<file path="src/rtl/uart_fifo_pkg.sv">
// Shared types for the UART TX scheduler slice.
//   port_state_t : FIFO access-port sequencer states
//   tx_state_t   : UART transmitter handshake states
//   op_t         : last FIFO operation, used to alternate reads and writes
//   lvl_w()      : width of an occupancy counter able to hold 0..DEPTH
package uart_fifo_pkg;

  typedef enum logic [1:0] {
    PIDLE     = 2'd0,
    WRITE     = 2'd1,
    READ      = 2'd2,
    READ_WAIT = 2'd3
  } port_state_t;

  typedef enum logic [1:0] {
    TX_IDLE    = 2'd0,
    TX_START   = 2'd1,
    TX_WAIT_HI = 2'd2,
    TX_WAIT_LO = 2'd3
  } tx_state_t;

  typedef enum logic {
    OP_WR = 1'b0,
    OP_RD = 1'b1
  } op_t;

  function automatic int lvl_w(input int depth);
    return $clog2(depth) + 32'sd1;
  endfunction

endpackage

</file>
<file path="src/rtl/uart_tx_scheduler_rr_arbiter.sv">
// Combinational round-robin arbiter.
//   req       : request vector, one bit per requester
//   ptr       : highest-priority index this round (register lives in the caller)
//   grant     : one-hot grant, all zero when nothing requests
//   grant_idx : binary index of the granted requester
module rr_arbiter #(
  parameter int N = 2
) (
  input  logic [N-1:0]                     req,
  input  logic [((N > 1) ? $clog2(N) : 1)-1:0] ptr,
  output logic [N-1:0]                     grant,
  output logic [((N > 1) ? $clog2(N) : 1)-1:0] grant_idx
);

  localparam int PW = (N > 1) ? $clog2(N) : 1;

  logic [2*N-1:0] req2_s;
  logic           found_s;
  int             sel_s;

  // Rotate requests so ptr lands on bit 0, take the first set bit, map it back.
  always_comb begin
    req2_s  = {req, req} >> ptr;
    found_s = 1'b0;
    sel_s   = 32'sd0;
    for (int k = 0; k < N; k++) begin
      if (!found_s && req2_s[k]) begin
        found_s = 1'b1;
        sel_s   = int'(ptr) + k;
      end else begin
        found_s = found_s;
      end
    end
    if (sel_s >= N) begin
      sel_s = sel_s - N;
    end else begin
      sel_s = sel_s;
    end
    grant_idx = PW'(sel_s);
    for (int j = 0; j < N; j++) begin
      grant[j] = found_s && (sel_s == j);
    end
  end

endmodule

</file>
<file path="src/rtl/uart_tx_scheduler.sv">
// Sole owner of the shared TX FIFO access port. Byte producers are accepted
// round-robin and written into the FIFO; bytes are read back through a
// one-entry hold register and handed to the UART transmitter. The FIFO
// misbehaves on a simultaneous write and read and its flags lag, so this
// block never issues both in one cycle and keeps its own occupancy count.
//   clk, rst_n          : clock, asynchronous active-low reset
//   s_valid/s_data      : requester bytes (requester i at [i*DATA_WIDTH +: DATA_WIDTH])
//   s_ready             : one-hot accept
//   fifo_wr_en/fifo_din : FIFO write port
//   fifo_rd_en/fifo_dout: FIFO read port, dout valid the cycle after rd_en
//   tx_start/tx_data    : one-cycle start pulse and byte to the UART TX
//   tx_busy             : UART TX shifting
//   level               : tracked FIFO occupancy
module uart_tx_scheduler
  import uart_fifo_pkg::*;
#(
  parameter int DATA_WIDTH = 8,
  parameter int DEPTH      = 16,
  parameter int NUM_REQ    = 2
) (
  input  logic                          clk,
  input  logic                          rst_n,
  input  logic [NUM_REQ-1:0]            s_valid,
  input  logic [NUM_REQ*DATA_WIDTH-1:0] s_data,
  output logic [NUM_REQ-1:0]            s_ready,
  output logic                          fifo_wr_en,
  output logic [DATA_WIDTH-1:0]         fifo_din,
  output logic                          fifo_rd_en,
  input  logic [DATA_WIDTH-1:0]         fifo_dout,
  output logic                          tx_start,
  output logic [DATA_WIDTH-1:0]         tx_data,
  input  logic                          tx_busy,
  output logic [lvl_w(DEPTH)-1:0]       level
);

  localparam int LW = lvl_w(DEPTH);
  localparam int PW = (NUM_REQ > 1) ? $clog2(NUM_REQ) : 1;
  localparam logic [LW-1:0] LVL_ONE  = LW'(32'd1);
  localparam logic [LW-1:0] LVL_MAX  = LW'(DEPTH);
  localparam logic [PW-1:0] PTR_ONE  = PW'(32'd1);
  localparam logic [PW-1:0] PTR_LAST = PW'(NUM_REQ - 1);

  port_state_t            port_state_r;
  tx_state_t              tx_state_r;
  op_t                    last_op_r;
  logic [PW-1:0]          rr_ptr_r;
  logic [PW-1:0]          grant_idx_r;
  logic [DATA_WIDTH-1:0]  hold_data_r;
  logic                   hold_full_r;

  logic                   rd_cand_s;
  logic                   wr_cand_s;
  logic                   pick_rd_s;
  logic [NUM_REQ-1:0]     arb_grant_s;
  logic [PW-1:0]          arb_idx_s;
  logic [DATA_WIDTH-1:0]  sel_data_s;
  logic                   hold_set_s;
  logic                   hold_clr_s;

  rr_arbiter #(.N(NUM_REQ)) u_arb (
    .req       (s_valid),
    .ptr       (rr_ptr_r),
    .grant     (arb_grant_s),
    .grant_idx (arb_idx_s)
  );

  // Candidate evaluation for the idle port; on a tie the op opposite to the last one wins.
  always_comb begin
    rd_cand_s = (level != {LW{1'b0}}) && !hold_full_r;
    wr_cand_s = (|s_valid) && (level < LVL_MAX);
    if (rd_cand_s && wr_cand_s) begin
      pick_rd_s = (last_op_r == OP_WR);
    end else if (rd_cand_s) begin
      pick_rd_s = 1'b1;
    end else begin
      pick_rd_s = 1'b0;
    end
  end

  // Byte of the requester the arbiter is currently granting.
  always_comb begin
    sel_data_s = {DATA_WIDTH{1'b0}};
    for (int i = 0; i < NUM_REQ; i++) begin
      if (arb_grant_s[i]) begin
        sel_data_s = s_data[i*DATA_WIDTH +: DATA_WIDTH];
      end else begin
        sel_data_s = sel_data_s;
      end
    end
  end

  // Hold register handoff: filled after a read returns, emptied when TX takes the byte.
  always_comb begin
    hold_set_s = (port_state_r == READ_WAIT);
    hold_clr_s = (tx_state_r == TX_IDLE) && hold_full_r && !tx_busy;
  end

  // Port FSM: sequences FIFO writes and reads; enables are registered with the state.
  always_ff @(posedge clk or negedge rst_n) begin
    if (!rst_n) begin
      port_state_r <= PIDLE;
      last_op_r    <= OP_RD;
      rr_ptr_r     <= {PW{1'b0}};
      grant_idx_r  <= {PW{1'b0}};
      level        <= {LW{1'b0}};
      s_ready      <= {NUM_REQ{1'b0}};
      fifo_wr_en   <= 1'b0;
      fifo_rd_en   <= 1'b0;
      fifo_din     <= {DATA_WIDTH{1'b0}};
    end else begin
      s_ready    <= {NUM_REQ{1'b0}};
      fifo_wr_en <= 1'b0;
      fifo_rd_en <= 1'b0;
      case (port_state_r)
        PIDLE: begin
          if (pick_rd_s) begin
            port_state_r <= READ;
            fifo_rd_en   <= 1'b1;
          end else if (wr_cand_s) begin
            // Requesters hold data stable until accepted, so latching it here is safe.
            port_state_r <= WRITE;
            fifo_wr_en   <= 1'b1;
            s_ready      <= arb_grant_s;
            fifo_din     <= sel_data_s;
            grant_idx_r  <= arb_idx_s;
          end else begin
            port_state_r <= PIDLE;
          end
        end
        WRITE: begin
          level        <= level + LVL_ONE;
          last_op_r    <= OP_WR;
          port_state_r <= PIDLE;
          if (grant_idx_r == PTR_LAST) begin
            rr_ptr_r <= {PW{1'b0}};
          end else begin
            rr_ptr_r <= grant_idx_r + PTR_ONE;
          end
        end
        READ: begin
          level        <= level - LVL_ONE;
          last_op_r    <= OP_RD;
          port_state_r <= READ_WAIT;
        end
        READ_WAIT: begin
          port_state_r <= PIDLE;
        end
        default: begin
          port_state_r <= PIDLE;
        end
      endcase
    end
  end

  // Hold register: one prefetched byte waiting for the transmitter.
  always_ff @(posedge clk or negedge rst_n) begin
    if (!rst_n) begin
      hold_full_r <= 1'b0;
      hold_data_r <= {DATA_WIDTH{1'b0}};
    end else if (hold_set_s) begin
      hold_full_r <= 1'b1;
      hold_data_r <= fifo_dout;
    end else if (hold_clr_s) begin
      hold_full_r <= 1'b0;
    end else begin
      hold_full_r <= hold_full_r;
    end
  end

  // TX FSM: start pulse, then follow busy high and back low before the next byte.
  always_ff @(posedge clk or negedge rst_n) begin
    if (!rst_n) begin
      tx_state_r <= TX_IDLE;
      tx_start   <= 1'b0;
      tx_data    <= {DATA_WIDTH{1'b0}};
    end else begin
      tx_start <= 1'b0;
      case (tx_state_r)
        TX_IDLE: begin
          if (hold_clr_s) begin
            tx_state_r <= TX_START;
            tx_start   <= 1'b1;
            tx_data    <= hold_data_r;
          end else begin
            tx_state_r <= TX_IDLE;
          end
        end
        TX_START: begin
          tx_state_r <= TX_WAIT_HI;
        end
        TX_WAIT_HI: begin
          if (tx_busy) begin
            tx_state_r <= TX_WAIT_LO;
          end else begin
            tx_state_r <= TX_WAIT_HI;
          end
        end
        TX_WAIT_LO: begin
          if (!tx_busy) begin
            tx_state_r <= TX_IDLE;
          end else begin
            tx_state_r <= TX_WAIT_LO;
          end
        end
        default: begin
          tx_state_r <= TX_IDLE;
        end
      endcase
    end
  end

endmodule

</file>
<file path="config.mk">
export PLATFORM = sky130hd
export DESIGN_NAME = uart_tx_scheduler
export DESIGN_NICKNAME = d
export VERILOG_FILES = /design/src/rtl/uart_fifo_pkg.sv /design/src/rtl/uart_tx_scheduler_rr_arbiter.sv /design/src/rtl/uart_tx_scheduler.sv
export SDC_FILE = /design/constraint.sdc
export NUM_CORES = 1
export LEC_CHECK = 0
export ABC_AREA = 1
export CELL_PAD_IN_SITES_DETAIL_PLACEMENT = 1
export CELL_PAD_IN_SITES_GLOBAL_PLACEMENT = 2
export CORE_ASPECT_RATIO = 0.7
export CORE_MARGIN = 2
export CORE_UTILIZATION = 25
export DETAILED_ROUTE_END_ITERATION = 10
export GPL_TIMING_DRIVEN = 0
export HOLD_SLACK_MARGIN = 0.15
export PLACE_DENSITY = 0.83
export SETUP_SLACK_MARGIN = 0.4
export SYNTH_ARGS = -nofsm -noshare
export SYNTH_HDL_FRONTEND = slang
export SYNTH_SLANG_ARGS = --single-unit
export TNS_END_PERCENT = 100
</file>
<file path="constraint.sdc">
create_clock -name clk -period 1.55 [get_ports clk]
set_input_delay 0.155 -clock clk [delete_from_list [all_inputs] [get_ports clk]]
set_output_delay 0.155 -clock clk [all_outputs]
set_load 0.01 [all_outputs]
</file>
**Word level (Yosys, flattened, before mapping)**

Index checks and enable logic that the tools add are counted.

- Bitwise logic cells: 2
- Shift-type cells: 1
- Eq/ne operators: 7
- Reduce and logical (&&, ||, !) cells: 21
- Order comparisons: 2
- Multiplexer cells: 31
- Add/subtract/negate cells: 5

Operator list:

| kind | count |
|---|---|
| $mux 32 | 2 |
| $eq 32x2->1 const B | 1 |
| $ge 32x3->1 const B | 1 |
| $logic_not 32->1 | 1 |
| $sub 32x3->32 const B | 1 |
| $mux 1 | 18 |
| $mux 8 | 2 |
| $mux 2 | 5 |
| $pmux 5 s2 | 1 |
| $eq 2x2->1 const B | 4 |
| $logic_and 1x1->1 | 8 |
| $pmux 2 s4 | 1 |
| $pmux 2 s3 | 1 |
| $add 5x1->5 const B | 1 |
| $lt 5x5->1 const B | 1 |
| $reduce_bool 5->1 | 1 |
| $sub 5x1->5 const B | 1 |
| $eq 2x1->1 const B | 2 |
| $logic_not 2->1 | 2 |
| $reduce_bool 2->1 | 2 |
| $reduce_or 2->1 | 2 |
| $shr 4x1->2 | 1 |
| $logic_not 1->1 | 3 |
| $reduce_and 3->1 | 1 |
| 5 further kinds | 6 |

- Register bits: 42

**Longest topological paths before layout**

Gate-level depths: netlist (run 1).

- Depth after elaboration: 12
- Depth in mapped cells: 11

**By module**

From an unflattened synthesis (run 1), not the netlist that was laid out.

- Cell total of the unflattened synthesis: 222
- Area total of the unflattened synthesis: 2013.2 µm²

Modules (own cells, without submodules):

| module | area each (µm²) | cells each | times used |
|---|---|---|---|
| uart_tx_scheduler | 1984.4 | 217 | 1 |
| rr_arbiter | 28.8 | 5 | 1 |

**Worst setup path before layout (run 1)**

No wires, ideal clock.

- Path kind: flip-flop to flip-flop
- From: register port_state_r[0]
- To: register level[4]
- Arrival: 1.533 ns
- Buffers on the path: 0
- Library setup time: 0.127 ns
- Stages on the path, launching flop included: 11
- Required time: 1.423 ns
- Clock period less this slack: 1.660 ns
- Path slack: -0.110 ns
- Cells stage by stage: dfrtp_1 -> inv_1 -> ha_1 -> inv_1 -> fa_1 -> inv_1 -> nand3_1 -> nand3_1 -> nand2_1 -> nand2_1 -> o21ai_0

- Longest elaborated chain between the ends: 2

RTL lines:

| item | line | text |
|---|---|---|
| start, declared | uart_tx_scheduler.sv:43 | `port_state_t port_state_r;` |
| start signal, assigned | uart_tx_scheduler.sv:101 | `port_state_r <= PIDLE;` |
| start signal, assigned | uart_tx_scheduler.sv:117 | `port_state_r <= READ;` |
| start signal, assigned | uart_tx_scheduler.sv:121 | `port_state_r <= WRITE;` |
| $eq 2x2->1 or $eq 2x1->1 (tied branches) | uart_tx_scheduler.sv:114 | `case (port_state_r)` |
| $pmux 5 s2 or $reduce_bool 2->1 (tied branches) | -- |  |
| end signal, assigned | uart_tx_scheduler.sv:105 | `level <= {LW{1'b0}};` |
| end signal, assigned | uart_tx_scheduler.sv:131 | `level <= level + LVL_ONE;` |
| end signal, assigned | uart_tx_scheduler.sv:141 | `level <= level - LVL_ONE;` |
| end, declared | uart_tx_scheduler.sv:33 | `output logic [lvl_w(DEPTH)-1:0] level` |

Several ways; a longest one is shown, not always the timed one.
A chain may end at the register's enable or synchronous reset.

**Worst setup path in the final report (run 1)**

Same ends and word-level chain as after synthesis.

==> implementation parameters, run 1 <==
Parameter                              Value

Setup path
  Top cell by count, worst path    sky130_fd_sc_hd__nand2_1
  Reg-to-Reg Start    port_state_r[0]
  Cell type of the slowest stage on the worst timing path    sky130_fd_sc_hd__dfrtp_1
  Logic depth of the worst register-to-register path    11
  Arr. time, crit path    1800 ps
  CP endpoint kind    register
  Critical path buffer and inverter count    3
  Path type of the worst setup path    reg -> reg
  Maximum fanout count along the critical path    5
  Data required time at the worst endpoint    1770 ps
  Cells along the critical path    inv_2 -> ha_4 -> inv_4 -> fa_2 -> inv_2 -> nand3_2 -> nand2_1 -> nand2_1 -> nand2_1 -> nand2_1 -> o21ai_1
  Register-to-Register Setup Slack    -30 ps
  Startpoint type of the worst setup path    register
  Kind of cell adding the most delay to the critical path    adder cells
  Worst r2r dst    level[4]
  Max incr delay on CP    400 ps

Die
  Standard-cell row count    27
  Ports    55
  Die Ht    78.8 µm
  Die Outline Area    8720 µm²
  Core ar.    7800 µm²
  Initial Util    25.6%
  Die boundary width    111 µm

Synthesis
  Cell area after synthesis    2000 µm²
  Flip-flop and latch count after synthesis    42
  Fraction of the yosys area taken by sequential cells    52.7%
  Compound-gate portion of the synthesized area    8.59%
  Syn_nets    260
  Average cell area after synthesis    8.99 µm²
  Yosys top cell area share    51.4%
  Biggest area consumer among synthesized cells    sky130_fd_sc_hd__dfrtp_1
  Synth Area in XOR/XNOR    0.878%
  Fraction of the mapped netlist area in adder cells    6.02%
  Proportion of synthesized area in mux cells    0%
  Combinational family with the most area after synthesis    simple AND/OR/NAND/NOR gates
  Yosys warnings    0
  Post-Syn Instances    222
  Synth cell types    25
  Area fraction in and, or, nand and nor cells after synthesis    23.3%
  Top cells by area, synth    sky130_fd_sc_hd__dfrtp_1 (51%), sky130_fd_sc_hd__nand2_1 (12%), sky130_fd_sc_hd__inv_1 (5.5%), sky130_fd_sc_hd__o21ai_0 (5.3%), sky130_fd_sc_hd__ha_1 (5.0%)

Clock tree
  TritonCTS clock tree    built
  Maximum level of the CTS H-tree    2
  Worst-case clock buffer depth    2
  Clk Tree Root Cell    sky130_fd_sc_hd__clkbuf_16
  Clock transition time at the flip-flop clock pins of the worst setup and hold paths    70 ps
  CTS sink count    42
  Clk_lat worst skew    290 ps
  Total clock buffers created by CTS    5

Layout
  Final Instance Count excl. Fillers    416
  Commonest non-fill, non-tap cells in the layout    sky130_fd_sc_hd__nand2_1 (52), sky130_fd_sc_hd__dfrtp_1 (41), sky130_fd_sc_hd__clkdlybuf4s50_1 (27)
  Number of fillers in the final layout    890
  Area Overhead vs Synth    64.5%
  Multi-input combinational cell area    965 µm²
  Antenna Diode Count    0
  Ratio of cells with drive above 1 in the final layout    30.5%
  Leading cell type in the layout, fill and taps excluded    sky130_fd_sc_hd__nand2_1
  Sequential standard cell area    1050 µm²
  Layout net count    352

Route
  Via count    1851
  Antenna Violating Nets Remaining    0
  Drt first pass iters    4
  Post-DR wirelength/cell    15.1 µm
  Vias per Instance    4.45
  Post-route DRC    0
  1st-iter DRT viols    67
  Final WL    6300 µm

Placement
  Placed instance count    377
  Half-perimeter wire length of the detailed placement result    4030 µm
  Count of input and output buffers    53
  Final weighted congestion of routability-driven global placement    0.781

GRT
  Vias in the first global route    1965
  Largest net degree at the start of global routing    35
  Remaining global-route overflow    0
  Wire length of the first global-routing pass    9990 µm
  Initial antenna violation count    0
  Global-route usage over all layers    14.5%

Pwr
  Static Leak    0.00164 µW
  Power density cells    1960 nW/µm²
  Total power after layout    6420 µW
  Worst IR Drop VDD    0.947 mV

STA
  Worst relative slew slack    79.2%
  Slew @ Worst Pin    311 ps
  Tcrit/Tclk final    102%
  Final count of hold timing violations    0
  Final sum of negative setup slack    -29.4 ps
  Clock period minus final worst setup slack    1580 ps
  Max Clock Freq    633 MHz
  Number of pins exceeding their max-slew limit in the final report    0
  Worst Clk Skew    9.86 ps
  Count of final setup violators    1
  Setup WS post-layout    -29.4 ps
  Unrepaired setup endpoints after global routing    yes

Outcome
  Violated checks    setup timing
  Status    finished with violations

Worst hold path
  Class of the tightest hold or removal check    in -> async

Job
  Max capacitance violation total    0
-- worst max path at each step --
stage | startpoint | endpoint | slack, ps | cells past startpoint
finish | port_state_r[0] | level[4] | -30 | 11
global placement | rst_n | level[1] | -900 | 1
floorplan | port_state_r[0] | level[4] | 100 | 10
detailed placement | s_valid[0] | fifo_din[5] | -110 | 7
global route | port_state_r[0] | level[4] | -110 | 11
CTS | port_state_r[0] | level[4] | -5 | 11
-- cells by family after synthesis --
| kind of cell | after synthesis |
|---|---|
| compound gates | 32 |
| xor+xnor | 2 |
| simple gates | 100 |
| fa+ha+maj | 9 |
| flops | 42 |
| buf+inv | 37 |
-- repair_timing --
item,CTS,global route
gates cloned,1,2
hold endpoints to repair,41,0
setup endpoints to repair,64,44
buffers inserted,15,12
resized for setup,68,49
pin swaps,7,9
hold buffers,1,0
-- stage by stage --
step	util, %	cell area, µm²	hold WS, ps	worst slack [ps]
6_report	42.1	3280	272	-29.4
5_1_grt	42.1	3280	312	-112
4_1_cts	39.0	3040	273	-5.13
3_5_place_dp	34.5	2700	37.3	-107
3_3_place_gp	34.3	2680	441	-902
2_1_floorplan	-	2020	-141	96.3
-- state kept, by name, summed over array words and instances, names as in the netlist, 2 cells and up --
signal,flops
fifo_din,8
hold_data_r,8
level,5
port_state_r,2
s_ready,2
tx_data,8
tx_state_r,2
-- layer usage --
layer	vias to the layer above	part of all wire, %	track usage (%)	wire length [µm]
met4	0	0.89	3.75	56
met2	50	45	22.8	2820
li1	894	-	-	-
met3	8	4.7	3.74	298
met5	-	0	0	0
met1	899	50	20.0	3120
-- cells in the mapped netlist --
cell,number
sky130_fd_sc_hd__clkbuf_1,1
sky130_fd_sc_hd__o21ai_0,21
sky130_fd_sc_hd__a31oi_1,1
sky130_fd_sc_hd__buf_4,1
sky130_fd_sc_hd__nand4_1,9
sky130_fd_sc_hd__dfrtp_1,41
sky130_fd_sc_hd__xor2_1,2
sky130_fd_sc_hd__nand3_1,13
sky130_fd_sc_hd__o21bai_1,1
sky130_fd_sc_hd__nor2_1,8
sky130_fd_sc_hd__nand3_2,2
sky130_fd_sc_hd__a21oi_1,5
sky130_fd_sc_hd__fa_1,1
sky130_fd_sc_hd__dfstp_2,1
sky130_fd_sc_hd__o21ai_1,2
sky130_fd_sc_hd__nand2_1,64
sky130_fd_sc_hd__inv_1,29
sky130_fd_sc_hd__nand2_4,1
sky130_fd_sc_hd__ha_1,8
sky130_fd_sc_hd__nand3_4,2
sky130_fd_sc_hd__nor2_2,1
sky130_fd_sc_hd__a21oi_2,2
sky130_fd_sc_hd__buf_6,3
sky130_fd_sc_hd__inv_4,1
sky130_fd_sc_hd__buf_2,2
-- power breakdown --
part | switching [µW] | total, µW | internal (µW)
registers | 308 | 1890 | 1590
clock network | 480 | 1090 | 606
logic | 1760 | 3440 | 1680
-- cell type report --
type,instances,area share (%)
clock inverter,3,0.762
sequential,42,32.1
buffer,7,2.82
inverter,30,3.66
tap,101,3.85
timing repair buffer,85,23.6
clock buffer,5,3.81
multi-input combinational,143,29.4
Power figures use the tool's default switching activity.
==> run 2: changes to the inputs <==
--- a/config.mk
+++ b/config.mk
@@ -9,13 +9,12 @@
 export CELL_PAD_IN_SITES_DETAIL_PLACEMENT = 1
 export CELL_PAD_IN_SITES_GLOBAL_PLACEMENT = 2
 export CORE_ASPECT_RATIO = 0.7
-export CORE_MARGIN = 2
 export CORE_UTILIZATION = 25
 export DETAILED_ROUTE_END_ITERATION = 10
 export GPL_TIMING_DRIVEN = 0
 export HOLD_SLACK_MARGIN = 0.15
 export PLACE_DENSITY = 0.83
-export SETUP_SLACK_MARGIN = 0.4
+export SETUP_SLACK_MARGIN = 0.15
 export SYNTH_ARGS = -nofsm -noshare
 export SYNTH_HDL_FRONTEND = slang
 export SYNTH_SLANG_ARGS = --single-unit
==> run 2 against run 1 <==
Effect of this change: the run still ends with setup timing left; setup slack improved by 13 ps; flip-flop and latch count did not move; global-route usage fell by 0.90 points; maximum frequency rose by 0.80%; clock skew fell by 6.7 ps; sequential share of layout area rose by 2.6 points; critical path depth did not move; register-to-register slack barely moved; non-clock buffer count fell by 17; highest routed layer unchanged.
==> implementation parameters, run 2 (synthesis results as in run 1) <==
Parameter                              Value

Setup path
  Path type of the worst setup path    reg -> reg
  Startpoint type of the worst setup path    register
  Critical path buffer and inverter count    3 (unchanged)
  Max incr delay on CP    390 ps (about the same)
  Cell type of the slowest stage on the worst timing path    sky130_fd_sc_hd__dfrtp_1
  CP endpoint kind    register
  Arr. time, crit path    1780 ps (-20 ps)
  Maximum fanout count along the critical path    6 (+1)
  Cells along the critical path    inv_2 -> ha_4 -> inv_2 -> fa_2 -> inv_2 -> nand3_2 -> nand2_2 -> nand2_1 -> nand2_1 -> nand2_1 -> o21ai_1
  Data required time at the worst endpoint    1760 ps (about the same)
  Kind of cell adding the most delay to the critical path    adder cells

Clock tree
  Clock transition time at the flip-flop clock pins of the worst setup and hold paths    60 ps (about the same)
  Maximum level of the CTS H-tree    2 (unchanged)
  Total clock buffers created by CTS    5 (unchanged)
  CTS sink count    42 (unchanged)
  TritonCTS clock tree    built
  Clk Tree Root Cell    sky130_fd_sc_hd__clkbuf_16
  Clk_lat worst skew    280 ps (about the same)
  Worst-case clock buffer depth    2 (unchanged)

Route
  Drt first pass iters    4 (unchanged)
  Vias per Instance    4.35 (-2.2%)
  Antenna Violating Nets Remaining    0 (unchanged)
  Post-DR wirelength/cell    13.3 µm (-12%)
  1st-iter DRT viols    45 (-33%)
  Via count    1724 (-6.9%)
  Final WL    5260 µm (-17%)
  Post-route DRC    0 (unchanged)

Layout
  Core occupancy in the finished layout    40.4% (-1.7 points)
  Design Area, Final    3030 µm² (-7.6%)
  Antenna Diode Count    0 (unchanged)
  Biggest regs    fifo_din (8), hold_data_r (8), tx_data (8)
  Leading cell type in the layout, fill and taps excluded    sky130_fd_sc_hd__nand2_1
  Ratio of cells with drive above 1 in the final layout    19.5% (-11 points)
  Commonest non-fill, non-tap cells in the layout    sky130_fd_sc_hd__nand2_1 (63), sky130_fd_sc_hd__clkdlybuf4s50_1 (49), sky130_fd_sc_hd__dfrtp_1 (41)
  Area Overhead vs Synth    52.0%
  Layout net count    335 (-4.8%)

Placement
  Final weighted congestion of routability-driven global placement    0.723 (-7.5%)
  Placed Instance Area    2690 µm² (-0.14%)
  Half-perimeter wire length of the detailed placement result    3760 µm (-6.7%)
  Count of input and output buffers    53 (unchanged)

Die
  Die Outline Area    8350 µm² (-4.3%)
  Standard-cell row count    26 (-3.7%)
  Ports    55 (unchanged)
  Die Ht    76.8 µm (-2.5%)
  Core ar.    7510 µm² (-3.7%)
  Initial Util    26.6% (+0.98 points)
  Die boundary width    109 µm (-1.8%)

GRT
  Met1 usage in global routing    19.2% (-0.74 points)
  Vias in the first global route    1830 (-6.9%)
  Largest net degree at the start of global routing    28 (-20%)
  Global route hottest layer    met2
  Initial antenna violation count    0 (unchanged)
  Met3 routing resource usage after global routing    3.32% (-0.42 points)
  Remaining global-route overflow    0 (unchanged)
  Routing usage on met2    20.4% (-2.4 points)
  Global-route usage over all layers    13.6% (-0.90 points)
  Wire length of the first global-routing pass    8810 µm (-12%)

STA
  Worst Clk Skew    3.19 ps (-6.66 ps)
  Setup WS post-layout    -16.9 ps (+12.6 ps)
  Final count of hold timing violations    0 (unchanged)
  Number of pins exceeding their max-slew limit in the final report    0 (unchanged)
  Max Clock Freq    638 MHz (+0.80%)
  Final sum of negative setup slack    -16.9 ps (+12.6 ps)
  Count of final setup violators    1 (unchanged)
  Unrepaired setup endpoints after global routing    yes
  Slew @ Worst Pin    427 ps (+116 ps)
  Tcrit/Tclk final    101% (-0.81 points)
  Clock period minus final worst setup slack    1570 ps (-12.6 ps)
  Worst relative slew slack    71.6% (-7.7 points)

Pwr
  Total power after layout    5870 µW (-8.5%)
  Static Leak    0.00145 µW (-12%)
  Power density cells    1940 nW/µm² (-0.94%)
  Worst IR Drop VDD    0.735 mV (-22%)

Outcome
  Violated checks    setup timing
  Status    finished with violations

Worst hold path
  Class of the tightest hold or removal check    in -> reg

Job
  Max capacitance violation total    0 (unchanged)
==> run 2: tightest hold or removal path, cell delays in order <==
cell	delay, ps
sky130_fd_sc_hd__buf_6	130
sky130_fd_sc_hd__a21oi_4	110
sky130_fd_sc_hd__inv_1	80
sky130_fd_sc_hd__nor2_2	40
==> run 2: worst paths after layout <==
path,startpoint,endpoint,slack (ps),depth (start not counted)
worst max register to register,port_state_r[0],level[4],-20,11
worst min-delay path,s_valid[1],s_ready[0],270,4
min in group asynchronous,rst_n,fifo_din[2],340,2
worst max-delay path,port_state_r[0],level[4],-20,11
max in group asynchronous,rst_n,hold_data_r[5],730,3
worst min register to register,grant_idx_r,rr_ptr_r,460,1
==> run 2: what timing repair did <==
action | in CTS | in global routing
buffers inserted | 8 | 5
hold endpoints to repair | 15 | 0
gates cloned | 0 | 0
endpoints found under the setup margin | 18 | 32
hold buffers | 1 | 0
gates resized for setup | 13 | 13
pin swaps | 2 | 2
==> run 2: layout make-up <==
class / instances / area [µm²]
fill: 874 / 4480
tap: 98 / 123
sequential: 42 / 1050
inverter: 30 / 115
buffer: 7 / 65.1
multi-input combinational: 143 / 877
clock inverter: 2 / 12.5
timing repair buffer: 68 / 649
clock buffer: 6 / 139
==> run 2: report_power, final <==
part           internal, µW  switching [µW]  leakage (µW)  total (µW)
logic                  1450            1480      0.000857        2930
clock network           638             430     0.0000729        1070
registers              1590             289      0.000521        1870
==> run 2: routing by layer <==
metal  part of all wire (%)  routed length [µm]
met2                     44                2290
met4                   0.88                  46
met5                      0                   0
met3                    5.1                 267
met1                     51                2660
==> run 2: per-stage QoR <==
stage / hold WS [ps] / worst slack, ps / cells
2_1_floorplan: -141 / 96.3 / 222
3_3_place_gp: 429 / -895 / 373
3_5_place_dp: 115 / -51.3 / 374
4_1_cts: 296 / 22.4 / 391
5_1_grt: 304 / -117 / 396
6_report: 268 / -16.9 / 396
==> run 3: changes to the inputs <==
--- a/config.mk
+++ b/config.mk
@@ -8,10 +8,8 @@
 export ABC_AREA = 1
 export CELL_PAD_IN_SITES_DETAIL_PLACEMENT = 1
 export CELL_PAD_IN_SITES_GLOBAL_PLACEMENT = 2
-export CORE_ASPECT_RATIO = 0.7
 export CORE_UTILIZATION = 25
 export DETAILED_ROUTE_END_ITERATION = 10
-export GPL_TIMING_DRIVEN = 0
 export HOLD_SLACK_MARGIN = 0.15
 export PLACE_DENSITY = 0.83
 export SETUP_SLACK_MARGIN = 0.15
==> run 3 against run 2 <==
Effect of this change: the flow now finishes without violations; sequential power about the same; first-iteration DRC count decreased by 29%; power decreased by 4.2%; final cell count increased by 0.51%; setup slack improved by 60 ps; wire length decreased by 7.9%; clock skew increased by 3.3 ps; largest cell class unchanged.
==> implementation parameters, run 3 (synthesis results as in run 1) <==
Parameter                              Value

Layout
  Layout net count    333 (-0.60%)
  Ratio of cells with drive above 1 in the final layout    16.9% (-2.6 points)
  Number of fillers in the final layout    891 (+1.9%)
  Biggest regs    fifo_din (8), hold_data_r (8), tx_data (8)
  Commonest non-fill, non-tap cells in the layout    sky130_fd_sc_hd__nand2_1 (64), sky130_fd_sc_hd__clkdlybuf4s50_1 (46), sky130_fd_sc_hd__dfrtp_1 (39)
  Final Instance Count excl. Fillers    398 (+0.51%)
  Area Overhead vs Synth    49.0%
  Core occupancy in the finished layout    38.5% (-1.9 points)
  Antenna Diode Count    0 (unchanged)
  Multi-input combinational cell area    831 µm² (-5.3%)
  Design Area, Final    2970 µm² (-2.0%)
  Sequential standard cell area    1050 µm² (+0.24%)
  Leading cell type in the layout, fill and taps excluded    sky130_fd_sc_hd__nand2_1

Die
  Standard-cell row count    32 (+23%)
  Die Outline Area    8340 µm² (about the same)
  Die boundary width    91.3 µm (-16%)
  Ports    55 (unchanged)
  Initial Util    25.8% (-0.73 points)
  Die Ht    91.3 µm (+19%)
  Core ar.    7730 µm² (+2.8%)

Clock tree
  Clk Tree Root Cell    sky130_fd_sc_hd__clkbuf_8
  Worst-case clock buffer depth    2 (unchanged)
  TritonCTS clock tree    built
  Maximum level of the CTS H-tree    2 (unchanged)
  Clock transition time at the flip-flop clock pins of the worst setup and hold paths    80 ps (+20 ps)
  Total clock buffers created by CTS    5 (unchanged)
  CTS sink count    42 (unchanged)
  Clk_lat worst skew    290 ps (about the same)

Route
  Post-route DRC    0 (unchanged)
  Antenna Violating Nets Remaining    0 (unchanged)
  Via count    1729 (+0.29%)
  Post-DR wirelength/cell    12.2 µm (-8.3%)
  1st-iter DRT viols    32 (-29%)
  Vias per Instance    4.34 (-0.21%)
  Final WL    4840 µm (-7.9%)
  Drt first pass iters    4 (unchanged)

STA
  Final count of hold timing violations    0 (unchanged)
  Number of pins exceeding their max-slew limit in the final report    0 (unchanged)
  Worst relative slew slack    70.3% (-1.3 points)
  Clock period minus final worst setup slack    1510 ps (-59.5 ps)
  Unrepaired setup endpoints after global routing    yes
  Count of final setup violators    0 (-1)
  Setup WS post-layout    42.6 ps (+59.5 ps)
  Max Clock Freq    663 MHz (+3.9%)
  Slew @ Worst Pin    446 ps (+19.1 ps)
  Worst Clk Skew    6.51 ps (+3.31 ps)
  Tcrit/Tclk final    97.2% (-3.8 points)

Setup path
  Arr. time, crit path    1730 ps (-50 ps)
  Path type of the worst setup path    reg -> reg
  CP endpoint kind    register
  Reg-to-Reg Start    port_state_r[0]
  Maximum fanout count along the critical path    6 (unchanged)
  Startpoint type of the worst setup path    register
  Data required time at the worst endpoint    1770 ps (about the same)
  Critical path startpoint    port_state_r[0]

Outcome
  Status    finished clean

GRT
  Remaining global-route overflow    0 (unchanged)
  Largest net degree at the start of global routing    26 (-7.1%)
  Wire length of the first global-routing pass    8070 µm (-8.4%)
  Initial antenna violation count    0 (unchanged)
  Vias in the first global route    1777 (-2.9%)
  Global-route usage over all layers    12.2% (-1.3 points)

Placement
  Worst slack at placement    -26.7 ps (+24.6 ps)
  Placed instance count    382 (+2.1%)
  Final weighted congestion of routability-driven global placement    0.763 (+5.5%)
  Count of input and output buffers    54 (+1.9%)
  Half-perimeter wire length of the detailed placement result    3640 µm (-3.3%)
  Placed Instance Area    2730 µm² (+1.3%)

Pwr
  Power density cells    1890 nW/µm² (-2.2%)
  Worst IR Drop VDD    0.449 mV (-39%)
  Static Leak    0.00148 µW (+2.1%)

Job
  Max capacitance violation total    0 (unchanged)

Worst hold path
  Class of the tightest hold or removal check    in -> async
## run 3: worst paths after layout
check	endpoint	slack, ps	cells after the start
worst max register to register	level[4]	40	11
worst min register to register	rr_ptr_r	450	1
max in group asynchronous	fifo_din[1]	730	3
worst max-delay path	level[4]	40	11
worst min-delay path	fifo_din[7]	330	2
min in group clk	hold_data_r[3]	420	3
## run 3: routing by layer
metal	track usage [%]	share of wire, %	up-vias
li1	-	-	856
met4	4.76	1.7	0
met1	13.6	42	842
met3	2.35	2.4	7
met5	0	0	-
met2	22.9	54	24
## run 3: final cells by class
class / instances / area share, %
Timing Repair Buffer: 73 / 23.8
Sequential cell: 42 / 35.5
Clock buffer: 5 / 2.31
Multi-Input combinational cell: 143 / 27.9
Tap cell: 102 / 4.29
Inverter: 30 / 3.87
Clock inverter: 3 / 2.31
## run 3: stage by stage
step / hold slack, ps / total power [µW] / setup TNS, ps
5_1_grt: 372 / 6100 / -96.9
6_report: 329 / 5630 / 0
3_5_place_dp: 124 / 4470 / -82.0
2_1_floorplan: -141 / 3330 / 0
4_1_cts: 335 / 5620 / 0
3_3_place_gp: 126 / 4380 / 0
## run 3: power by group
group	switching [µW]	total, µW	leakage (µW)	internal, µW
logic	1410	2730	0.000894	1320
registers	279	1870	0.000519	1590
clock network	389	1030	0.0000683	645
total	2080	5630	0.00148	3550
## run 3: worst max-delay path: stages (launching register included)
cell and delay (ps):
sky130_fd_sc_hd__dfrtp_1 390, sky130_fd_sc_hd__inv_2 80, sky130_fd_sc_hd__ha_4 170, sky130_fd_sc_hd__inv_2 50, sky130_fd_sc_hd__fa_2 330, sky130_fd_sc_hd__inv_2 70, sky130_fd_sc_hd__nand3_2 80, sky130_fd_sc_hd__nand2_1 70
sky130_fd_sc_hd__nand2_1 50, sky130_fd_sc_hd__nand2_1 60, sky130_fd_sc_hd__nand2_1 40, sky130_fd_sc_hd__o21ai_1 60
## run 3: timing repair
action	4_1_cts	5_1_grt
resized for setup	7	11
hold endpoints to repair	17	0
pin swaps	1	1
buffers inserted	4	3
setup endpoints to repair	21	21
hold buffers	1	0
